==> src/rtl/max7219_spi_tx_pkg.sv <==
// Shared MAX7219 definitions: register addresses, frame width and the
// transmit FSM state encoding.
package max7219_pkg;

    localparam int unsigned FRAME_BITS = 16;

    localparam logic [7:0] NOOP         = 8'h00;
    localparam logic [7:0] DIGIT0       = 8'h01;
    localparam logic [7:0] DIGIT1       = 8'h02;
    localparam logic [7:0] DIGIT2       = 8'h03;
    localparam logic [7:0] DIGIT3       = 8'h04;
    localparam logic [7:0] DIGIT4       = 8'h05;
    localparam logic [7:0] DIGIT5       = 8'h06;
    localparam logic [7:0] DIGIT6       = 8'h07;
    localparam logic [7:0] DIGIT7       = 8'h08;
    localparam logic [7:0] DECODE_MODE  = 8'h09;
    localparam logic [7:0] INTENSITY    = 8'h0A;
    localparam logic [7:0] SCAN_LIMIT   = 8'h0B;
    localparam logic [7:0] SHUTDOWN     = 8'h0C;
    localparam logic [7:0] DISPLAY_TEST = 8'h0F;

    typedef enum logic [2:0] {
        ST_IDLE,
        ST_SCK_LO,
        ST_SCK_HI,
        ST_HOLD,
        ST_GAP
    } tx_state_t;

endpackage

==> src/rtl/max7219_spi_tx_if.sv <==
// Register-write request and serial pin bundle between the display
// controller (master) and the transmit engine (slave).
interface max7219_spi_tx_if;
    import max7219_pkg::*;

    logic       start;
    logic [7:0] addr_in;
    logic [7:0] din;
    logic       sck;
    logic       dout;
    logic       cs;
    logic       busy;
    logic       done;

    modport master (
        output start, addr_in, din,
        input  sck, dout, cs, busy, done
    );

    modport slave (
        input  start, addr_in, din,
        output sck, dout, cs, busy, done
    );

endinterface

==> src/rtl/max7219_tick_gen.sv <==
// Phase timer: pulses phase_end once every CLK_DIV cycles while enabled;
// the count restarts from zero whenever enable drops.
module max7219_tick_gen #(
    parameter int unsigned CLK_DIV = 4
) (
    input  logic clock,
    input  logic reset,
    input  logic enable,
    output logic phase_end
);
    import max7219_pkg::*;

    localparam int unsigned     CNT_W = (CLK_DIV > 1) ? $clog2(CLK_DIV) : 1;
    localparam logic [CNT_W-1:0] LAST = CNT_W'(CLK_DIV - 1);

    logic [CNT_W-1:0] cnt;

    always_ff @(posedge clock or negedge reset) begin
        if (!reset)
            cnt <= '0;
        else if (!enable || cnt == LAST)
            cnt <= '0;
        else
            cnt <= cnt + CNT_W'(1);
    end

    assign phase_end = enable && (cnt == LAST);

endmodule

==> src/rtl/max7219_spi_tx.sv <==
// MAX7219 serial transmitter: shifts one 16-bit {addr,data} frame MSB-first
// on sck/dout framed by cs, then holds cs high for one phase to latch it.
module max7219_spi_tx
    import max7219_pkg::*;
#(
    parameter int unsigned CLK_DIV = 4
) (
    input  logic             clock,
    input  logic             reset,
    max7219_spi_tx_if.slave  bus
);

    tx_state_t             state_q, state_d;
    logic [FRAME_BITS-1:0] shift_q, shift_d;
    // bit[4] is the terminal flag, set once all 16 bits have gone out
    logic [4:0]            bit_cnt_q, bit_cnt_d;
    logic                  sck_q, sck_d;
    logic                  dout_q, dout_d;
    logic                  cs_q, cs_d;
    logic                  busy_q, busy_d;
    logic                  done_q, done_d;
    logic                  tick_en;
    logic                  phase_end;

    assign tick_en = (state_q != ST_IDLE);

    max7219_tick_gen #(
        .CLK_DIV (CLK_DIV)
    ) u_tick (
        .clock     (clock),
        .reset     (reset),
        .enable    (tick_en),
        .phase_end (phase_end)
    );

    always_ff @(posedge clock or negedge reset) begin
        if (!reset) begin
            state_q   <= ST_IDLE;
            shift_q   <= '0;
            bit_cnt_q <= '0;
            sck_q     <= 1'b0;
            dout_q    <= 1'b0;
            cs_q      <= 1'b1;
            busy_q    <= 1'b0;
            done_q    <= 1'b0;
        end else begin
            state_q   <= state_d;
            shift_q   <= shift_d;
            bit_cnt_q <= bit_cnt_d;
            sck_q     <= sck_d;
            dout_q    <= dout_d;
            cs_q      <= cs_d;
            busy_q    <= busy_d;
            done_q    <= done_d;
        end
    end

    // Outputs are computed one cycle ahead so every pin comes from a flop.
    always_comb begin
        state_d   = state_q;
        shift_d   = shift_q;
        bit_cnt_d = bit_cnt_q;
        sck_d     = sck_q;
        dout_d    = dout_q;
        cs_d      = cs_q;
        busy_d    = busy_q;
        done_d    = 1'b0;

        case (state_q)
            ST_IDLE: begin
                cs_d   = 1'b1;
                sck_d  = 1'b0;
                dout_d = 1'b0;
                busy_d = 1'b0;
                if (bus.start) begin
                    shift_d   = {bus.addr_in, bus.din};
                    bit_cnt_d = '0;
                    state_d   = ST_SCK_LO;
                    cs_d      = 1'b0;
                    busy_d    = 1'b1;
                    dout_d    = bus.addr_in[7];
                end
            end
            ST_SCK_LO: begin
                if (phase_end) begin
                    state_d = ST_SCK_HI;
                    sck_d   = 1'b1;
                end
            end
            ST_SCK_HI: begin
                if (phase_end) begin
                    shift_d   = {shift_q[FRAME_BITS-2:0], 1'b0};
                    bit_cnt_d = bit_cnt_q + 5'd1;
                    sck_d     = 1'b0;
                    if (bit_cnt_q == 5'(FRAME_BITS - 1)) begin
                        state_d = ST_HOLD;
                        dout_d  = 1'b0;
                    end else begin
                        state_d = ST_SCK_LO;
                        dout_d  = shift_q[FRAME_BITS-2];
                    end
                end
            end
            ST_HOLD: begin
                if (phase_end) begin
                    state_d = ST_GAP;
                    cs_d    = 1'b1;
                end
            end
            ST_GAP: begin
                if (phase_end) begin
                    state_d = ST_IDLE;
                    busy_d  = 1'b0;
                    done_d  = 1'b1;
                end
            end
            default: state_d = ST_IDLE;
        endcase
    end

    assign bus.sck  = sck_q;
    assign bus.dout = dout_q;
    assign bus.cs   = cs_q;
    assign bus.busy = busy_q;
    assign bus.done = done_q;

endmodule

==> src/flat_wrapper.sv <==
// flat-port wrapper written by rule: the top's interface ports become plain ports
module max7219_spi_tx_flat import max7219_pkg::*;
#(
    parameter int unsigned CLK_DIV = 4
)
  (clock, reset, bus_start, bus_addr_in, bus_din, bus_sck, bus_dout, bus_cs, bus_busy, bus_done);
  max7219_spi_tx_if bus_i ();
  input  logic clock;
  input  logic reset;
  input wire logic [$bits(bus_i.start)-1:0] bus_start;
  input wire logic [$bits(bus_i.addr_in)-1:0] bus_addr_in;
  input wire logic [$bits(bus_i.din)-1:0] bus_din;
  output wire logic [$bits(bus_i.sck)-1:0] bus_sck;
  output wire logic [$bits(bus_i.dout)-1:0] bus_dout;
  output wire logic [$bits(bus_i.cs)-1:0] bus_cs;
  output wire logic [$bits(bus_i.busy)-1:0] bus_busy;
  output wire logic [$bits(bus_i.done)-1:0] bus_done;
  assign bus_i.start = bus_start;
  assign bus_i.addr_in = bus_addr_in;
  assign bus_i.din = bus_din;
  assign bus_sck = bus_i.sck;
  assign bus_dout = bus_i.dout;
  assign bus_cs = bus_i.cs;
  assign bus_busy = bus_i.busy;
  assign bus_done = bus_i.done;
  max7219_spi_tx #(.CLK_DIV(CLK_DIV)) u_core (.clock(clock), .reset(reset), .bus(bus_i));
endmodule
==> config.mk <==
export PLATFORM = sky130hd
export DESIGN_NAME = max7219_spi_tx_flat
export DESIGN_NICKNAME = d
export VERILOG_FILES = /design/src/rtl/max7219_spi_tx_pkg.sv /design/src/rtl/max7219_spi_tx_if.sv /design/src/rtl/max7219_tick_gen.sv /design/src/rtl/max7219_spi_tx.sv /design/src/flat_wrapper.sv
export SDC_FILE = /design/constraint.sdc
export NUM_CORES = 1
export LEC_CHECK = 0
export CORE_MARGIN = 4
export CORE_UTILIZATION = 47
export CTS_CLUSTER_SIZE = 30
export DETAILED_ROUTE_END_ITERATION = 7
export HOLD_SLACK_MARGIN = 0.15
export PLACE_DENSITY_LB_ADDON = 0.12
export RECOVER_POWER = 25
export REMOVE_ABC_BUFFERS = 1
export SLEW_MARGIN = 20
export SYNTH_ARGS = -nofsm -noshare
export SYNTH_HDL_FRONTEND = slang
export SYNTH_HIERARCHICAL = 1
export SYNTH_SLANG_ARGS = --single-unit
==> constraint.sdc <==
create_clock -name clock -period 1.95 [get_ports clock]
set_input_delay 0.195 -clock clock [delete_from_list [all_inputs] [get_ports clock]]
set_output_delay 0.195 -clock clock [all_outputs]
set_load 0.05 [all_outputs]
==> flow_summary.json, run 1 <==
{
  "pwr-share-comb": 0.437,
  "layout-drive-gt1-share": 0.1685,
  "place_hpwl_um": 2242,
  "synthAdderAreaFrac": 0.02496,
  "io_buffers": 23,
  "clk_pin_slew_ns": 0.10,
  "synthCells": 145,
  "cp-end-kind": "output port",
  "synth_top_area_frac": 0.4825,
  "synth_top_cell_by_area": "dfrtp_1",
  "timing.final.ws_setup_ns": 0.06862,
  "cp_data_arrival_time_ns": 1.69,
  "syn-cell-area_um2": 1504,
  "ctsLongestPathBuffers": 2,
  "fin_crit_ns": 1.881,
  "r2r_end": "u_core/bit_cnt_q[3]",
  "postSynthAreaPerCell_um2": 10.37,
  "yosys-top-cells-area": "dfrtp_1, a21oi_1, mux2i_1, o21ai_0, ha_1",
  "required_ns": 1.75,
  "status": "finished, final reports clean",
  "synth_top_family_by_area": "compound AO/OA/AOI/OAI gates",
  "antenna_cells": 0,
  "synthArstFlopShare": 1.000,
  "die_y_um": 64.57,
  "cts.htree.levels": 2,
  "rsz0062_at_grt": "false",
  "wl_per_cell_um": 14.24,
  "rows": 20,
  "grt_pass1_vias": 1212,
  "clock_skew_ns": 0.007679,
  "synth_mux_area_frac": 0.1148,
  "power.density_nw_per_um2": 1425,
  "start_util": 0.4926,
  "rr_startpoint": "u_core/u_tick/cnt[0]",
  "cp_slowest_cell": "clkdlybuf4s50_1",
  "gp_congestion": 0.7986,
  "slew_viol_final": 0,
  "tritoncts": "done",
  "clockRootBuffer": "clkbuf_4",
  "postCtsSetupRepairBufs": 0,
  "ant_nets": 0,
  "clock.fmax_mhz": 531.5,
  "dp_slack_ns": 0.1770,
  "p_int_w": 0.001641,
  "grtUsageTotal": 0.1757,
  "clk-insertion-delay-late_ns": 0.33,
  "hold_path.class": "input port to asynchronous set/reset pin",
  "synth_compound_area_frac": 0.1822,
  "vdd_drop_max_mv": 0.6071,
  "worstMarginPinSlew_ns": 0.7173,
  "ys_warn_count": 6,
  "hold_ws_ns": 0.4334,
  "synth_cell_types": 32,
  "synthSimpleGateAreaFrac": 0.1256,
  "drt_iter0_markers": 75,
  "wl_um": 3161,
  "startpoint_type": "flop",
  "clkPwrFrac": 0.172,
  "setup_violations": 0,
  "period_share": 0.9648,
  "power.switching_w": 0.001061,
  "antenna_found_initial": 0,
  "cpPeakStageDelay_ns": 0.80,
  "route.detailed.drc": 0,
  "cap_violations": 0,
  "grt_pass1_wl_um": 5526,
  "vias_per_cell": 5.410,
  "hold_viol_final": 0,
  "num_vias": 1201,
  "r2r_cells": 6,
  "die_w_um": 64.57,
  "dieArea_um2": 4169,
  "criticalPathCategory": "flop to output port",
  "cp.buffers_inverters": 1,
  "numCtsBuffers": 5,
  "power_frac_seq": 0.391,
  "grt_max_degree": 31,
  "swShare": 0.3927,
  "cts_sinks": 30,
  "seq_area_frac_synth": 0.5000,
  "crit_family": "buffers and inverters",
  "leakage_nw": 0.7788,
  "yosys.area_share.xor_xnor": 0,
  "synth_flop_cell": "dfrtp_1",
  "synth_edf_count": 0,
  "firstDrtPassIters": 4,
  "grt-ovfl-total": 0,
  "critical_path.max_fanout": 3,
  "num_io_pins": 24,
  "core-area_um2": 3053,
  "area_growth_pct": 26.04,
  "cp_cell_sequence": "clkdlybuf4s50_1",
  "ff2ff_setup_slack_ns": 0.17,
  "slew_headroom": 0.5218,
  "final_net_count": 199,
  "ys_ff_latch": 30
}
## cells in the mapped netlist (all sizes together), types with 3 or more instances
cell and instances:
and3 3, nand3 3, nor3b 3, ha 3
mux2i 15, dfrtp 29, a211oi 3, o21ai 12
buf 7, nand2 6, inv 5, nor2 4
a21oi 30, o211ai 3
## sequential cells by signal, summed over array words and instances, names as in the netlist
signal	cells
u_core/bus.dout	1
u_core/bus.busy	1
u_core/u_tick/cnt	2
u_core/state_q	3
u_core/bit_cnt_q	5
u_core/bus.sck	1
u_core/bus.done	1
u_core/bus.cs	1
u_core/shift_q	15
## cell families after synthesis
kind of cell	Yosys count
buf+inv	14
mux	17
fa+ha+maj	3
compound gates	50
flops	30
simple gates	31
## power by group through the flow
stage	Clock, W	Sequential (W)	Combinational [W]
after CTS	0.000478	0.00106	0.00119
after detailed placement	0	0.00107	0.00119
after global routing	0.000515	0.00110	0.00132
after floorplan	0	0.00122	0.000603
final	0.000464	0.00106	0.00118
after global placement	0	0.00106	0.00115
## how the worst max path moves through the flow
stage	from	endpoint	slack [ns]	depth (start not counted)
4_1_cts	u_core/bus.cs	bus_cs	0.05	1
3_3_place_gp	u_core/u_tick/cnt[0]	u_core/bit_cnt_q[3]	0.22	6
5_1_grt	u_core/bus.cs	bus_cs	0.009	1
3_5_place_dp	u_core/u_tick/cnt[0]	u_core/bit_cnt_q[3]	0.18	6
2_1_floorplan	u_core/state_q[1]	u_core/bus.dout	-1.13	3
6_report	u_core/bus.cs	bus_cs	0.07	1
## timing repair
item / 4_1_cts / 5_1_grt
gates resized for setup: 0 / 1
setup endpoints to repair: 0 / 1
hold buffers: 0 / 0
## layout by cell type, fill, tap and decap left out, drive strengths merged, types with 4 or more instances in the layout
master / netlist / layout
inv: 5 / 5
o21ai: 12 / 12
nand2: 6 / 6
clkbuf: 2 / 9
dfrtp: 29 / 29
nor2: 4 / 4
mux2i: 15 / 15
a21oi: 30 / 30
buf: 7 / 10
clkdlybuf4s50: 0 / 22
## stage by stage
stage | cells | setup TNS [ns] | util | instance area (um2) | power (W)
6_report | 222 | 0 | 0.6209 | 1896 | 0.002702
5_1_grt | 222 | 0 | 0.6209 | 1896 | 0.002942
4_1_cts | 222 | 0 | 0.6209 | 1896 | 0.002727
3_5_place_dp | 214 | 0 | 0.5951 | 1817 | 0.002255
3_3_place_gp | 214 | 0 | 0.5951 | 1817 | 0.002214
2_1_floorplan | 136 | -16.09 | - | 1444 | 0.001819
## layout make-up
type / count / area [um2]
Sequential cell: 30 / 752.0
Multi-Input combinational cell: 101 / 680.7
Tap cell: 44 / 55.05
Clock buffer: 8 / 78.83
Inverter: 5 / 18.77
Fill cell: 276 / 1157
Timing Repair Buffer: 34 / 310.3
## layer usage
layer  global-route usage  up-vias  wire length, um
met2               0.2732       29             1502
met3              0.06412        6              174
met1               0.2214      580             1430
met5                    0        -                0
li1                     -      586                -
met4              0.07124        0               53
Power figures use the tool's default switching activity.
==> inputs of run 2 (changes only) <==
--- a/config.mk
+++ b/config.mk
@@ -13,7 +13,6 @@
 export PLACE_DENSITY_LB_ADDON = 0.12
 export RECOVER_POWER = 25
 export REMOVE_ABC_BUFFERS = 1
-export SLEW_MARGIN = 20
 export SYNTH_ARGS = -nofsm -noshare
 export SYNTH_HDL_FRONTEND = slang
 export SYNTH_HIERARCHICAL = 1
==> results of run 2 <==
The final DEF is identical to that of run 1; final timing and power are the same.
